--- src/rtl/seven_seg_scan_ctrl_if.sv ---
// Load handshake bundle for seven_seg_scan_ctrl.
//   load_data  : new display value, nibble i belongs to digit i
//   load_valid : load_data is valid (source holds data until accepted)
//   load_ready : controller can accept a value
// master = value source, slave = scan controller.
interface seven_seg_scan_ctrl_if #(
  parameter int NUM_DIGITS = 4
);
  logic [4*NUM_DIGITS-1:0] load_data;
  logic                    load_valid;
  logic                    load_ready;

  modport master (output load_data, output load_valid, input load_ready);
  modport slave  (input load_data, input load_valid, output load_ready);
endinterface

--- src/rtl/seven_seg_scan_ctrl.sv ---
// Time-multiplexed scan controller for a common-anode 7-segment display.
// Each digit owns a slot of REFRESH_DIV cycles: the first BLANK_CYCLES are a
// blanking guard (all anodes off), the rest drive that digit's anode.
// New values arrive over a valid/ready handshake and are committed to the
// displayed (shadow) register only at the end of a frame, so a frame never
// mixes two values.
// Ports:
//   clk, rst    : clock, synchronous active-high reset
//   en          : scan enable (0 = dark, scan held at digit 0, cnt 0)
//   lz_en       : leading-zero suppression enable
//   ld          : load handshake (slave side)
//   digit_value : nibble for the registered hex decoder (updated at cnt==0)
//   an          : active-low anode enables
//   digit_sel   : digit index of the current slot
//   frame_done  : one-cycle pulse on the last cycle of the last digit's slot
module seven_seg_scan_ctrl #(
  parameter int NUM_DIGITS   = 4,
  parameter int REFRESH_DIV  = 50000,
  parameter int BLANK_CYCLES = 2
) (
  input  logic                    clk,
  input  logic                    rst,
  input  logic                    en,
  input  logic                    lz_en,
  seven_seg_scan_ctrl_if.slave    ld,
  output logic [3:0]              digit_value,
  output logic [NUM_DIGITS-1:0]   an,
  output logic [((NUM_DIGITS > 1) ? $clog2(NUM_DIGITS) : 1)-1:0] digit_sel,
  output logic                    frame_done
);

  localparam int SEL_W = (NUM_DIGITS > 1) ? $clog2(NUM_DIGITS) : 1;
  localparam int CNT_W = (REFRESH_DIV > 1) ? $clog2(REFRESH_DIV) : 1;
  localparam int DW    = 4 * NUM_DIGITS;

  localparam logic [CNT_W-1:0]      CNT_LAST      = CNT_W'(REFRESH_DIV - 1);
  localparam logic [CNT_W-1:0]      CNT_PRE_LAST  = CNT_W'(REFRESH_DIV - 2);
  localparam logic [CNT_W-1:0]      CNT_BLANK_END = CNT_W'(BLANK_CYCLES - 1);
  localparam logic [SEL_W-1:0]      SEL_LAST      = SEL_W'(NUM_DIGITS - 1);
  localparam logic [NUM_DIGITS-1:0] AN_OFF        = {NUM_DIGITS{1'b1}};
  localparam logic [NUM_DIGITS-1:0] AN_ONE        = NUM_DIGITS'(1);

  typedef enum logic {GUARD, DRIVE} state_t;

  state_t                  state_reg;
  logic [CNT_W-1:0]        cnt_reg;
  logic [SEL_W-1:0]        sel_reg;
  logic [3:0]              value_reg;
  logic [NUM_DIGITS-1:0]   an_reg;
  logic                    frame_done_reg;
  logic [DW-1:0]           shadow_reg;
  logic [DW-1:0]           pending_reg;
  logic                    pending_flag_reg;

  logic                    xfer;
  logic                    commit;
  logic [DW-1:0]           shadow_next;
  logic [SEL_W-1:0]        sel_wrap;
  logic [NUM_DIGITS-1:0]   suppress;
  logic [NUM_DIGITS-1:0]   an_drive;
  logic [3:0]              next_nib [NUM_DIGITS];

  // Ready is simply "nothing pending": one value can be buffered at a time.
  assign xfer   = ld.load_valid & ~pending_flag_reg;
  assign commit = frame_done_reg & pending_flag_reg;

  // Value the display will use from the next cycle on; the commit edge is
  // also the edge that loads digit 0's nibble, so it must see the new value.
  assign shadow_next = commit ? pending_reg : shadow_reg;
  assign sel_wrap    = (sel_reg == SEL_LAST) ? '0 : sel_reg + 1'b1;

  genvar gi;
  generate
    for (gi = 0; gi < NUM_DIGITS; gi++) begin : g_digit
      assign next_nib[gi] = shadow_next[4*gi +: 4];
      if (gi == 0) begin : g_lsd
        assign suppress[gi] = 1'b0;
      end else begin : g_upper
        // Blank when this nibble and every more significant one is zero.
        assign suppress[gi] = lz_en & ~|shadow_reg[DW-1:4*gi];
      end
    end
  endgenerate

  assign an_drive = suppress[sel_reg] ? AN_OFF : ~(AN_ONE << sel_reg);

  always_ff @(posedge clk) begin
    if (rst) begin
      state_reg        <= GUARD;
      cnt_reg          <= '0;
      sel_reg          <= '0;
      value_reg        <= '0;
      an_reg           <= AN_OFF;
      frame_done_reg   <= 1'b0;
      shadow_reg       <= '0;
      pending_reg      <= '0;
      pending_flag_reg <= 1'b0;
    end else begin
      // xfer and commit are mutually exclusive: xfer needs the flag clear,
      // commit needs it set.
      if (xfer) begin
        pending_reg      <= ld.load_data;
        pending_flag_reg <= 1'b1;
      end else if (commit) begin
        shadow_reg       <= pending_reg;
        pending_flag_reg <= 1'b0;
      end

      if (!en) begin
        state_reg      <= GUARD;
        cnt_reg        <= '0;
        sel_reg        <= '0;
        an_reg         <= AN_OFF;
        frame_done_reg <= 1'b0;
        value_reg      <= next_nib[0];
      end else begin
        // Decoded one cycle early so the pulse is a clean register output.
        frame_done_reg <= (sel_reg == SEL_LAST) && (cnt_reg == CNT_PRE_LAST);
        if (cnt_reg == CNT_LAST) begin
          cnt_reg   <= '0;
          sel_reg   <= sel_wrap;
          state_reg <= GUARD;
          an_reg    <= AN_OFF;
          value_reg <= next_nib[sel_wrap];
        end else begin
          cnt_reg <= cnt_reg + 1'b1;
          case (state_reg)
            GUARD: begin
              if (cnt_reg == CNT_BLANK_END) begin
                state_reg <= DRIVE;
                an_reg    <= an_drive;
              end else begin
                an_reg <= AN_OFF;
              end
            end
            DRIVE: an_reg <= an_drive;
            default: begin
              state_reg <= GUARD;
              an_reg    <= AN_OFF;
            end
          endcase
        end
      end
    end
  end

  assign ld.load_ready = ~pending_flag_reg;
  assign digit_value   = value_reg;
  assign an            = an_reg;
  assign digit_sel     = sel_reg;
  assign frame_done    = frame_done_reg;

endmodule

--- src/flat_wrapper.sv ---
// flat-port wrapper written by rule: the top's interface ports become plain ports
module seven_seg_scan_ctrl_flat 
#(
  parameter int NUM_DIGITS   = 4,
  parameter int REFRESH_DIV  = 50000,
  parameter int BLANK_CYCLES = 2
)
  (clk, rst, en, lz_en, digit_value, an, digit_sel, frame_done, ld_load_data, ld_load_valid, ld_load_ready);
  seven_seg_scan_ctrl_if #(.NUM_DIGITS(NUM_DIGITS)) ld_i ();
  input  logic clk;
  input  logic rst;
  input  logic en;
  input  logic lz_en;
  output logic [3:0] digit_value;
  output logic [NUM_DIGITS-1:0] an;
  output logic [((NUM_DIGITS > 1) ? $clog2(NUM_DIGITS) : 1)-1:0] digit_sel;
  output logic frame_done;
  input wire logic [$bits(ld_i.load_data)-1:0] ld_load_data;
  input wire logic [$bits(ld_i.load_valid)-1:0] ld_load_valid;
  output wire logic [$bits(ld_i.load_ready)-1:0] ld_load_ready;
  assign ld_i.load_data = ld_load_data;
  assign ld_i.load_valid = ld_load_valid;
  assign ld_load_ready = ld_i.load_ready;
  seven_seg_scan_ctrl #(.NUM_DIGITS(NUM_DIGITS), .REFRESH_DIV(REFRESH_DIV), .BLANK_CYCLES(BLANK_CYCLES)) u_core (.clk(clk), .rst(rst), .en(en), .lz_en(lz_en), .ld(ld_i), .digit_value(digit_value), .an(an), .digit_sel(digit_sel), .frame_done(frame_done));
endmodule
--- config.mk ---
export PLATFORM = sky130hd
export DESIGN_NAME = seven_seg_scan_ctrl_flat
export DESIGN_NICKNAME = d
export VERILOG_FILES = /design/src/rtl/seven_seg_scan_ctrl_if.sv /design/src/rtl/seven_seg_scan_ctrl.sv /design/src/flat_wrapper.sv
export SDC_FILE = /design/constraint.sdc
export NUM_CORES = 1
export LEC_CHECK = 0
export ABC_AREA = 1
export BUFFER_PORTS_ARGS = -buffer_cell sky130_fd_sc_hd__buf_2
export CAP_MARGIN = 20
export CORE_ASPECT_RATIO = 2
export CORE_MARGIN = 4
export CORE_UTILIZATION = 25
export DETAILED_ROUTE_END_ITERATION = 12
export HOLD_SLACK_MARGIN = 0.12
export SYNTH_ARGS = -nofsm -noshare
export SYNTH_HDL_FRONTEND = slang
export SYNTH_SLANG_ARGS = --single-unit
--- constraint.sdc ---
create_clock -name clk -period 1.57 [get_ports clk]
set_input_delay 0.314 -clock clk [delete_from_list [all_inputs] [get_ports clk]]
set_output_delay 0.314 -clock clk [all_outputs]
set_load 0.01 [all_outputs]
==> results.md <==
* Core area at 11,000 um^2
* Post-synthesis sequential area ratio at 43.2%
* Netlist Area Pre-Place at 2830 um^2
* Crit. End Element: flop
* Iter 0 DRT Violations at 60
* RSZ-0062 raised after global routing: no
* # port buffers at 32
* Worst Setup Start Kind: flop
* Row cnt at 54
* Cell Count Post-Placement at 554
* Die Y at 158 um
* Yosys top cell by area: dfxtp_1
* HPWL after detailed placement at 5.48 mm
* Post-Syn Nets at 410
* Max_slew headroom at 79.6%
* Routability cong. at 0.849
* Pin count of the biggest net entering global routing at 21
* Sink Count at 61
* Num ports at 33
* CP arrival at 1.73 ns
* Final instance area at 3540 um^2
* First-pass GRT wire length at 11.6 mm
* Proportion of layout cells with a drive suffix above 1 at 24.7%
* R2r setup slk at 0.1 ns
* Async SR Flop Fraction at 0%
* VDD IR max at 665 uV
* Top cells by area, synth: dfxtp_1 43%, nand3_1 9.4%, nand2_1 9.3%
* Root Buffer: clkbuf_16
* Fmax at 0.679 GHz
* Final #Nets at 456
* Critical path type: reg -> reg
* Final Critical Period at 1.47 ns
* Critical Path Start: u_core.cnt_reg[0]$_SDFF_PP0_
* Netlist cell types at 33
* Total CTS buffers at 9
* DRC violations left at 0
* Post-DP Area at 3190 um^2
* Vias per cell at 4.45
* Vias in the first global route at 2,592
* CTS H-tree depth at 3
* Final setup vio count at 0
* Layout area overhead at 25.3%
* PD cells at 1010 nW/um^2
* Max Root-Sink Buffers at 2
* Reg2Reg Launch Point: u_core.cnt_reg[0]$_SDFF_PP0_
* Max-cap violations at 0
* Post-synth EDFFs at 0
* Syn. warnings at 0
* Pleak at 1.44 nW
* Status: complete, no violations
* RR Endpoint: u_core.cnt_reg[10]$_SDFF_PP0_
* Initial Util at 25.7%
* WL/cell at 12.3 um
* Worst Setup Slack, final at 0.0973 ns
* Worst slew pin tran at 0.306 ns
* Syn avg cell area at 7.41 um^2
* DIE AREA at 13,200 um^2
* Antenna violations before repair at 0
* Clock transition at path regs at 0.05 ns
* Worst path required time at 1.83 ns
* Detail Route Antenna Nets at 0
* Die width at 83.2 um
* Remaining global-route overflow at 0
* Total number of vias at 2,548
* Pre-CTS setup slack at 0.0663 ns
* Primary FF master, synth: dfxtp_1
* End of the critical path: u_core.cnt_reg[10]$_SDFF_PP0_
* Worst-path fanout max at 5
* HP Class: in -> reg
* Final TNS setup at 0 ns
* Final hold viol count at 0
* CTS tree: done
* 1st-pass router iterations at 5
* Gr usage total at 11.4%
* Flop and latch count out of synthesis at 61
* Mapped Cells at 382
* Worst Hold Margin at 0.236 ns
* Final Non-Filler Cells at 573
* Clk Latency, worst-skew pair at 0.33 ns
* Post-synth top area share at 43.2%
* Fin. max-slew vios at 0
* Period utilization at 93.8%
* Clock skew at 0.00736 ns
* R2R depth at 7
* Layout filler cell count at 1,180
* Diode count at 0
* Drt total wl at 7.02 mm
==> layer usage <==
metal	vias to the layer above	GRT usage, %	share of wire, %
li1	1341	-	-
met3	24	3.26	3.9
met2	56	21.4	54
met5	-	0	0
met4	0	7.87	4.7
met1	1127	10.4	37
==> synth_stat cells, types with 3 or more instances <==
| cell | instances |
|---|---|
| xor2_1 | 3 |
| buf_4 | 3 |
| buf_2 | 3 |
| nand3_1 | 53 |
| inv_1 | 22 |
| ha_1 | 7 |
| a21oi_1 | 27 |
| dfxtp_1 | 61 |
| inv_2 | 7 |
| nand2_2 | 4 |
| nor2_4 | 5 |
| nand2_1 | 70 |
| nand4_1 | 4 |
| clkinv_1 | 4 |
| nor3_1 | 7 |
| a21oi_2 | 4 |
| nor2_1 | 60 |
| o21ai_0 | 18 |
==> cell families after synthesis <==
group                    Yosys count  synth area share [%]
XOR/XNOR                           3                 0.929
AO/OA/AOI/OAI                     52                  10.3
AND/OR/NAND/NOR                  215                  35.6
adder cells (fa/ha/maj)            7                  3.10
buffers and inverters             44                  6.90
flip-flops                        61                  43.2
==> cell type report <==
class,instances,area (um^2),area share (%)
Multi-Input combinational cell,277,1460,41.2
Sequential cell,61,1230,34.6
Timing Repair Buffer,46,278,7.84
Clock buffer,10,239,6.74
Tap cell,140,175,4.94
Inverter,33,128,3.60
Clock inverter,6,38.8,1.09
==> through the flow <==
step / power [mW] / utilization (%)
6_report: 3.57 / 32.2
5_1_grt: 3.72 / 32.2
4_1_cts: 3.64 / 31.5
3_5_place_dp: 1.80 / 28.9
3_3_place_gp: 1.80 / 28.9
2_1_floorplan: 1.74 / -
==> critical path: stages (launching register included) <==
cell and delay (ns):
dfxtp_2 0.37, ha_2 0.19, inv_1 0.06, nor2_2 0.13, nand2_2 0.12, nor3_4 0.25, nand3_1 0.12, a21oi_1 0.17
==> report_power, final <==
group / internal (mW) / switching [mW] / total, mW
Combinational: 0.0686 / 0.0968 / 0.165
Clock: 1.10 / 0.696 / 1.80
Sequential: 1.59 / 0.0222 / 1.61
Total: 2.76 / 0.815 / 3.57
==> cell usage in the layout, fill, tap and decap left out, types with 2 or more instances in the layout <==
cell,count
nand3_2,5
buf_2,32
nor2_4,5
clkinv_1,4
nor2_1,58
buf_4,13
clkinv_2,3
clkbuf_16,9
ha_2,2
a21oi_2,4
inv_2,7
nand4_1,4
nand2_4,2
o21ai_0,18
nor2_2,4
dfxtp_2,4
a21oi_1,27
nand2_2,4
or2_2,2
nand2_1,70
nor3_1,6
clkinvlp_4,3
xor2_1,3
nand3_1,49
ha_1,4
dfxtp_1,57
inv_1,21
==> worst min path at each step <==
stage	startpoint	to	slack, ns	depth (start not counted)
after detailed placement	u_core.pending_reg[6]$_SDFFE_PP0P_	u_core.pending_reg[6]$_SDFFE_PP0P_	0.47	2
after global routing	ld_load_data[11]	u_core.pending_reg[11]$_SDFFE_PP0P_	0.26	3
after floorplan	u_core.cnt_reg[15]$_SDFF_PP0_	u_core.cnt_reg[15]$_SDFF_PP0_	0.45	2
after CTS	ld_load_data[12]	u_core.pending_reg[12]$_SDFFE_PP0P_	0.22	3
final	ld_load_data[11]	u_core.pending_reg[11]$_SDFFE_PP0P_	0.24	3
after global placement	u_core.pending_reg[6]$_SDFFE_PP0P_	u_core.pending_reg[6]$_SDFFE_PP0P_	0.47	2
==> timing repair <==
action,4_1_cts,5_1_grt
hold buffers,0,0
resized for setup,0,16
setup buffers,0,3
endpoints found under the setup margin,0,21
Note: power is estimated with default switching activity, not from simulation.
